[config.mk]
export PLATFORM = sky130hd
export DESIGN_NAME = secuenciador_booth
export DESIGN_NICKNAME = d
export VERILOG_FILES = /design/src/rtl/secuenciador_booth.sv
export SDC_FILE = /design/constraint.sdc
export NUM_CORES = 1
export LEC_CHECK = 0
export ABC_AREA = 1
export CAP_MARGIN = 40
export CELL_PAD_IN_SITES_DETAIL_PLACEMENT = 1
export CELL_PAD_IN_SITES_GLOBAL_PLACEMENT = 2
export CORE_ASPECT_RATIO = 1.1
export CORE_UTILIZATION = 29
export CTS_CLUSTER_SIZE = 28
export DETAILED_ROUTE_END_ITERATION = 16
export PLACE_DENSITY = 0.78
export SLEW_MARGIN = 20
export SYNTH_ARGS = -nofsm -noshare
export SYNTH_HDL_FRONTEND = slang
export SYNTH_SLANG_ARGS = --single-unit
[constraint.sdc]
create_clock -name clk -period 1.74 [get_ports clk]
set_clock_uncertainty 0.05 [all_clocks]
set_input_delay 0.261 -clock clk [delete_from_list [all_inputs] [get_ports clk]]
set_output_delay 0.261 -clock clk [all_outputs]
set_load 0.1 [all_outputs]
[src/rtl/secuenciador_booth.sv]
// Operand sequencer for the Booth multiplier: FIFO-buffered operand pairs are issued one at a
// time, products are collected on a valid/ready port, and a watchdog flags multiplier hangs.
module secuenciador_booth #(
   parameter int PROF    = 4,
   parameter int TIMEOUT = 15
) (
   input  logic       clk,
   input  logic       reset,
   input  logic       in_valid,
   output logic       in_ready,
   input  logic [2:0] in_a,
   input  logic [2:0] in_b,
   output logic [2:0] mul_multiplicador,
   output logic [2:0] mul_multiplicando,
   output logic       mul_start,
   input  logic [5:0] mul_resultado,
   input  logic       mul_fin,
   output logic       out_valid,
   input  logic       out_ready,
   output logic [5:0] out_resultado,
   output logic       err
);

   localparam int PW = $clog2(PROF);
   localparam int CW = PW + 1;

   typedef enum logic [1:0] {
      ST_IDLE,
      ST_ISSUE,
      ST_WAIT,
      ST_HOLD
   } state_t;

   state_t        r_state;
   state_t        w_next;
   logic [5:0]    r_mem [PROF];
   logic [PW-1:0] r_wr_ptr;
   logic [PW-1:0] r_rd_ptr;
   logic [CW-1:0] r_count;
   logic          r_visto_bajo;
   logic [4:0]    r_wdog;
   logic [2:0]    r_mul_a;
   logic [2:0]    r_mul_b;
   logic          r_mul_start;
   logic          r_out_valid;
   logic [5:0]    r_out_res;
   logic          r_err;

   logic w_push;
   logic w_pop;
   logic w_recog;
   logic w_load;
   logic w_wdog_fire;
   logic w_out_free;

   assign in_ready          = (r_count != CW'(PROF));
   assign w_push            = in_valid & in_ready;
   assign w_out_free        = ~r_out_valid | out_ready;
   assign mul_multiplicador = r_mul_a;
   assign mul_multiplicando = r_mul_b;
   assign mul_start         = r_mul_start;
   assign out_valid         = r_out_valid;
   assign out_resultado     = r_out_res;
   assign err               = r_err;

   // NOTE: every signal gets a default before the case so no path leaves it unassigned (no latches).
   always_comb begin
      w_next      = r_state;
      w_pop       = 1'b0;
      w_recog     = 1'b0;
      w_load      = 1'b0;
      w_wdog_fire = 1'b0;
      case (r_state)
         ST_IDLE: begin
            if (r_count != '0) begin
               w_pop  = 1'b1;
               w_next = ST_ISSUE;
            end
         end
         ST_ISSUE: w_next = ST_WAIT;
         ST_WAIT: begin
            // A fin level seen before it has ever dropped belongs to the previous operation.
            w_recog = mul_fin & r_visto_bajo;
            if (w_recog) begin
               if (w_out_free) begin
                  w_load = 1'b1;
                  w_next = ST_IDLE;
               end else begin
                  w_next = ST_HOLD;
               end
            end else if (r_wdog == 5'(TIMEOUT - 1)) begin
               w_wdog_fire = 1'b1;
               w_next      = ST_IDLE;
            end
         end
         ST_HOLD: begin
            if (w_out_free) begin
               w_load = 1'b1;
               w_next = ST_IDLE;
            end
         end
         default: w_next = ST_IDLE;
      endcase
   end

   // NOTE: sequential state uses non-blocking assignments so all registers update from pre-edge values.
   always_ff @(posedge clk) begin
      if (reset) begin
         r_state      <= ST_IDLE;
         r_wr_ptr     <= '0;
         r_rd_ptr     <= '0;
         r_count      <= '0;
         r_visto_bajo <= 1'b0;
         r_wdog       <= '0;
         r_mul_a      <= '0;
         r_mul_b      <= '0;
         r_mul_start  <= 1'b0;
         r_out_valid  <= 1'b0;
         r_out_res    <= '0;
         r_err        <= 1'b0;
      end else begin
         r_state     <= w_next;
         r_mul_start <= w_pop;
         if (w_push) r_wr_ptr <= r_wr_ptr + 1'b1;
         if (w_pop)  r_rd_ptr <= r_rd_ptr + 1'b1;
         if (w_push && !w_pop)      r_count <= r_count + 1'b1;
         else if (!w_push && w_pop) r_count <= r_count - 1'b1;
         if (w_pop) {r_mul_a, r_mul_b} <= r_mem[r_rd_ptr];

         if (r_state == ST_ISSUE) begin
            r_visto_bajo <= 1'b0;
            r_wdog       <= '0;
         end else if (r_state == ST_WAIT) begin
            if (!mul_fin) r_visto_bajo <= 1'b1;
            if (!w_recog) r_wdog <= r_wdog + 1'b1;
         end

         // A load on the handshake edge keeps out_valid high with the new product.
         if (w_load) begin
            r_out_valid <= 1'b1;
            r_out_res   <= mul_resultado;
         end else if (out_ready) begin
            r_out_valid <= 1'b0;
         end

         if (w_wdog_fire) r_err <= 1'b1;
      end
   end

   // NOTE: FIFO storage is not reset; count and pointers alone decide which entries are live.
   always_ff @(posedge clk) begin
      if (w_push) r_mem[r_wr_ptr] <= {in_a, in_b};
   end

endmodule

Word level (Yosys, flattened, before mapping)
Memories as Yosys holds them, arrays and structs flattened. A register that Yosys moved wholly into a read port is not among the register bits.
Cells that the tools add are included.
W data, S select, Z words.

word-level totals
  memories = 1
  output and inout bits = 16
  input port bits = 17
  bits in writable memories = 24
  word-level logic and storage cells = 63
  register bits = 24

memories
  memory  words  width  rd ports  clocked after memory_dff  write ports  RTL line  text
  r_mem   4      6      1         1                         1            36        logic [5:0] r_mem [PROF];

operators by class
  bitwise gates (word level) = 6
  add/subtract/negate cells = 5
  reductions and logical operators = 12
  muxes and demuxes = 21
  eq/ne operators = 8

operator list
  kind                   count
  $mux W1                12
  $mux W2                5
  $pmux W2 S4            1
  $mux W3                2
  $ne A3 B3 Y1 const B   2
  $add A5 B1 Y5 const B  1
  $eq A5 B4 Y1 const B   1
  $add A2 B1 Y2 const B  2
  $eq A2 B2 Y1 const B   2
  $ne A2 B2 Y1 const B   2
  $reduce_and A2 Y1      2
  $reduce_bool A2 Y1     2
  $add A3 B1 Y3 const B  1
  $not A1 Y1             3
  $reduce_and A3 Y1      1
  $reduce_bool A3 Y1     1
  $sub A3 B1 Y3 const B  1
  $and A1 B1 Y1          2
  $eq A2 B1 Y1 const B   1
  $logic_and A1 B1 Y1    2
  $logic_not A1 Y1       2
  $logic_not A2 Y1       1
  $pmux W1 S2            1
  $reduce_or A2 Y1       1
  $or A1 B1 Y1           1

Depth between registers and ports, before layout
  word-level depth = 6
  gate-level depth with buffers = 12
  gate-level depth less buffers = 12

Least setup slack after synthesis
No wires, ideal clock.

  kind = reg2reg
  start = register r_count[0]
  end = register r_count[2]
  path buffers = 0
  data arrival time = 2458 ps
  data required time = 1571 ps
  cell stages (with the launch flop) = 12
  clock period less this slack = 2627 ps
  path slack = -887 ps
  setup time = 119 ps
  path through = dfxtp_1 nor2_1 nand2_1 nand2_1 inv_1 ha_1 inv_1 fa_1 nand2_1 nand3_1 o21ai_0 a21oi_1

on the way
  elaborated cells on any way between the ends = 14
  classes of those cells = 2 x add/sub; 1 x eq/ne; 4 x mux; 1 x bitwise; 6 x reduce/logical

RTL lines
  item                          RTL line  text
  start, declared               39        logic [CW-1:0] r_count;
  start signal, assigned        126       if (w_push && !w_pop) r_count <= r_count + 1'b1;
  start signal, assigned        127       else if (!w_push && w_pop) r_count <= r_count - 1'b1;
  $ne A3 B3 Y1 *                56        assign in_ready = (r_count != CW'(PROF));
  via in_ready                  10        output logic in_ready,
  $and A1 B1 Y1 *               57        assign w_push = in_valid & in_ready;
  via w_push                    49        logic w_push;
  $logic_not A1 Y1              127
  $logic_and A1 B1 Y1           127
  $reduce_bool A2 Y1 (no line)  --

Mark *: on every way through the listed nets, which the timed path passes. The rest lies on a longest branch. The select of a mux whose other input is x is not followed.
A chain may end at the register's enable or synchronous reset.

Worst setup path in the final report
  start = register r_count[1]
  end = register r_count[2]

on the way
  word-level cells in the longest chain between the ends = 6
  elaborated cells on any way between the ends = 14
  classes of those cells = 2 x add/sub; 1 x eq/ne; 4 x mux; 1 x bitwise; 6 x reduce/logical

RTL lines
  item
  parallel branches: the longest is 6 deep, another holds $sub A3 B1 Y3

Several ways; the timed one is not identified. The select of a mux whose other input is x is not followed.

==> flow_summary.yaml <==
placed_design:
  dp_hpwl_microns: 3780
  gp_routability_congestion: 0.801
  place_area_sq_mm: 0.00301
  quantity_of_i_o_buffers_inserted_on_ports: 32
synthesis:
  post_synth_num_cell_types: 19
  ys_seq_elements: 54
  syn-num-nets: 279
  synth_area_sq_mm: 0.00226
  post_synth.cell_area_avg_sq_um: 8.92
  synthXorXnorAreaFrac_pct: 0
  synthCells: 254
  post_synth_and_or_nand_nor_area_fraction_pct: 17.1
  main_combinational_cell_family_by_area_after_synthesis: "simple AND/OR/NAND/NOR gates"
  synthesis.yosys.warnings: 0
  seq_area_frac_synth_pct: 58.3
  synthMuxAreaShare_pct: 0
  synth_compound_gate_area_share_pct: 12.7
  synthAdderAreaFrac_pct: 4.75
flow_run:
  max_cap_violations: 0
routing:
  detailedRoute.firstPassIterationCount: 3
  detail_route.iter0.violations: 88
  antenna_left: 0
  drt-wirelength-per-cell_microns: 12.7
  route.vias.total: 1831
  route.detailed.drc: 0
  viasPerCell: 4.44
  total_detailed_routing_wirelength_microns: 5250
final_layout:
  finish.net_count: 331
  antenna-diode-count: 0
  final_core_util_pct: 42.4
  drive_above_1_share_pct: 20.8
  synthToLayoutAreaGrowth_pct: 40.8
  post-route-cell-area_sq_mm: 0.00319
floorplan:
  floorplan.rows: 33
  floorplan.die.height_microns: 94.7
  core_area_sq_mm: 0.00751
  die_w_microns: 86.3
  boundaryPins: 33
  initial_util_pct: 30.1
  overall_die_area_sq_mm: 0.00817
critical_path:
  worst-endpoint-required_ps: 1910
  critPathMaxFanout: 3
  critPathLaunchType: "flop"
  timing.critical_path.to_type: "flop"
  timing.critical_path.arrival_ps: 1890
  critical_path_class: "flop to flop"
cts:
  clk_latency_ps: 310
  cts_root_buffer: "sky130_fd_sc_hd__clkbuf_8"
  cts_tree: "built"
  htree_num_levels: 2
  ctsLongestPathBuffers: 2
  clkSinkCount: 54
  ctsHoldBuffers: 0
  cts_inserted_buffers: 5
  clk_pin_slew_worst_paths_ps: 100
hold_path:
  worst_hold_path_type: "flop to flop"
sta:
  maxSlewViolCount: 0
  transition_time_at_the_pin_with_the_least_slew_margin_ps: 414
  final.min_clock_period_ps: 1730
  report.final.hold_viol_count: 0
  rsz0062_at_grt: "true"
  setup_viol: 0
  final_min_period_over_clock_period_pct: 99.3
  worst_slew_margin_rel_pct: 72.3
  maxClockFrequency_mhz: 579
pwr:
  design_power_total_uw: 5110
  power_density_normalized_to_cell_area_mw_per_mm2: 1600
  power.static_leakage_uw: 0.00126
  irDropWorstVdd_mv: 0.954
global_route:
  first_global_vias: 1908
  grt_first_pass_wirelength_microns: 8800
  grt_remaining_overflow: 0
  pin_count_of_the_biggest_net_entering_global_routing: 17
  overall_fraction_of_global_route_tracks_in_use_pct: 14.4
  grt_antenna_before_repair: 0
outcome:
  outcome: "finished, final reports clean"
final timing paths:
kind	start	endpoint	slack [ps]	cells past startpoint
max	r_count[1]	r_count[2]	10	10
min	r_visto_bajo	r_visto_bajo	430	1
max reg2reg	r_count[1]	r_count[2]	10	10
min reg2reg	r_visto_bajo	r_visto_bajo	430	1
metrics by stage:
step	hold slack [ps]	std cells	setup TNS (ps)	setup slack [ps]
CTS	437	408	0	12.3
finish	431	412	0	13.0
detailed placement	413	399	-490	-301
floorplan	280	254	-96.8	-59.2
global placement	398	399	-381	-237
global route	459	412	-137	-82.5
layer usage:
layer	vias up	share of wire, %	track usage (%)
li1	926	-	-
met5	-	0	0
met4	0	1.8	6.67
met1	874	42	16.0
met3	7	2.7	2.97
met2	24	53	26.3
cell usage after synthesis:
| master | count | share of area (%) |
|---|---|---|
| sky130_fd_sc_hd__fa_1 | 1 | 0.88 |
| sky130_fd_sc_hd__o21a_1 | 1 | 0.33 |
| sky130_fd_sc_hd__buf_4 | 1 | 0.33 |
| sky130_fd_sc_hd__a31oi_1 | 1 | 0.28 |
| sky130_fd_sc_hd__a21oi_1 | 18 | 4.0 |
| sky130_fd_sc_hd__ha_1 | 7 | 3.9 |
| sky130_fd_sc_hd__inv_1 | 33 | 5.5 |
| sky130_fd_sc_hd__nand2_2 | 2 | 0.55 |
| sky130_fd_sc_hd__o21ai_0 | 35 | 7.7 |
| sky130_fd_sc_hd__nand4_1 | 1 | 0.28 |
| sky130_fd_sc_hd__clkbuf_1 | 1 | 0.17 |
| sky130_fd_sc_hd__buf_2 | 5 | 1.1 |
| sky130_fd_sc_hd__o21ai_2 | 1 | 0.39 |
| sky130_fd_sc_hd__nor2_4 | 1 | 0.50 |
| sky130_fd_sc_hd__nor2_1 | 56 | 9.3 |
| sky130_fd_sc_hd__dfxtp_1 | 30 | 27 |
| sky130_fd_sc_hd__edfxtp_1 | 24 | 32 |
| sky130_fd_sc_hd__nand3_1 | 10 | 2.2 |
| sky130_fd_sc_hd__nand2_1 | 26 | 4.3 |
layout by cell type (no fill, tap or decap), types with 2 or more instances in the layout:
| cell type | count |
|---|---|
| sky130_fd_sc_hd__inv_4 | 3 |
| sky130_fd_sc_hd__clkdlybuf4s50_1 | 16 |
| sky130_fd_sc_hd__buf_12 | 16 |
| sky130_fd_sc_hd__dfxtp_2 | 2 |
| sky130_fd_sc_hd__nand2_8 | 2 |
| sky130_fd_sc_hd__nand2_1 | 21 |
| sky130_fd_sc_hd__clkbuf_8 | 5 |
| sky130_fd_sc_hd__o21ai_0 | 33 |
| sky130_fd_sc_hd__o21ai_2 | 2 |
| sky130_fd_sc_hd__edfxtp_1 | 24 |
| sky130_fd_sc_hd__nor2_4 | 2 |
| sky130_fd_sc_hd__dfxtp_1 | 28 |
| sky130_fd_sc_hd__nand3_1 | 9 |
| sky130_fd_sc_hd__nand2_2 | 4 |
| sky130_fd_sc_hd__ha_1 | 6 |
| sky130_fd_sc_hd__inv_1 | 30 |
| sky130_fd_sc_hd__nor2_1 | 54 |
| sky130_fd_sc_hd__buf_4 | 20 |
| sky130_fd_sc_hd__a21oi_1 | 18 |
final cells by class:
type                    count  area (sq um)
fillers                   876          4330
flip-flops and latches     54          1320
multi-input cells         160           862
repair buffers             52           631
well taps                 105           131
inverters                  33           129
clock buffers               6          76.3
clock inverters             2          36.3
kinds of logic after synthesis:
logic type | count (synthesis)
and+or+nand+nor | 96
AOI/OAI and AO/OA | 56
DFF | 54
buffers and inverters | 40
adders and majority gates | 8
critical path: stages, from the launching register on:
cell	delay [ps]
sky130_fd_sc_hd__dfxtp_2	350
sky130_fd_sc_hd__nor2_4	190
sky130_fd_sc_hd__nand2_2	100
sky130_fd_sc_hd__nand2_4	80
sky130_fd_sc_hd__ha_4	140
sky130_fd_sc_hd__inv_4	40
sky130_fd_sc_hd__fa_2	360
sky130_fd_sc_hd__nand2_2	80
sky130_fd_sc_hd__nand3_2	70
sky130_fd_sc_hd__o21ai_1	140
sky130_fd_sc_hd__a21oi_1	50
flip-flops by register name, summed over array words and instances (netlist names):
signal	flops
mul_multiplicador	3
r_visto_bajo	1
mul_multiplicando	3
mul_start	1
r_state	2
r_wdog	5
err	1
out_valid	1
out_resultado	6
r_wr_ptr	2
r_count	3
r_rd_ptr	2
r_mem	24
power by group:
group	switching (uW)	internal [uW]	leakage, uW	total, uW
clock network	416	447	0.0000591	863
logic	1580	945	0.000733	2520
registers	172	1560	0.000466	1730
repair_timing:
action	4_1_cts	5_1_grt
resized for setup	3	6
buffers inserted	1	4
setup endpoints to repair	1	2
pin swaps	5	4
Power figures use the tool's default switching activity.
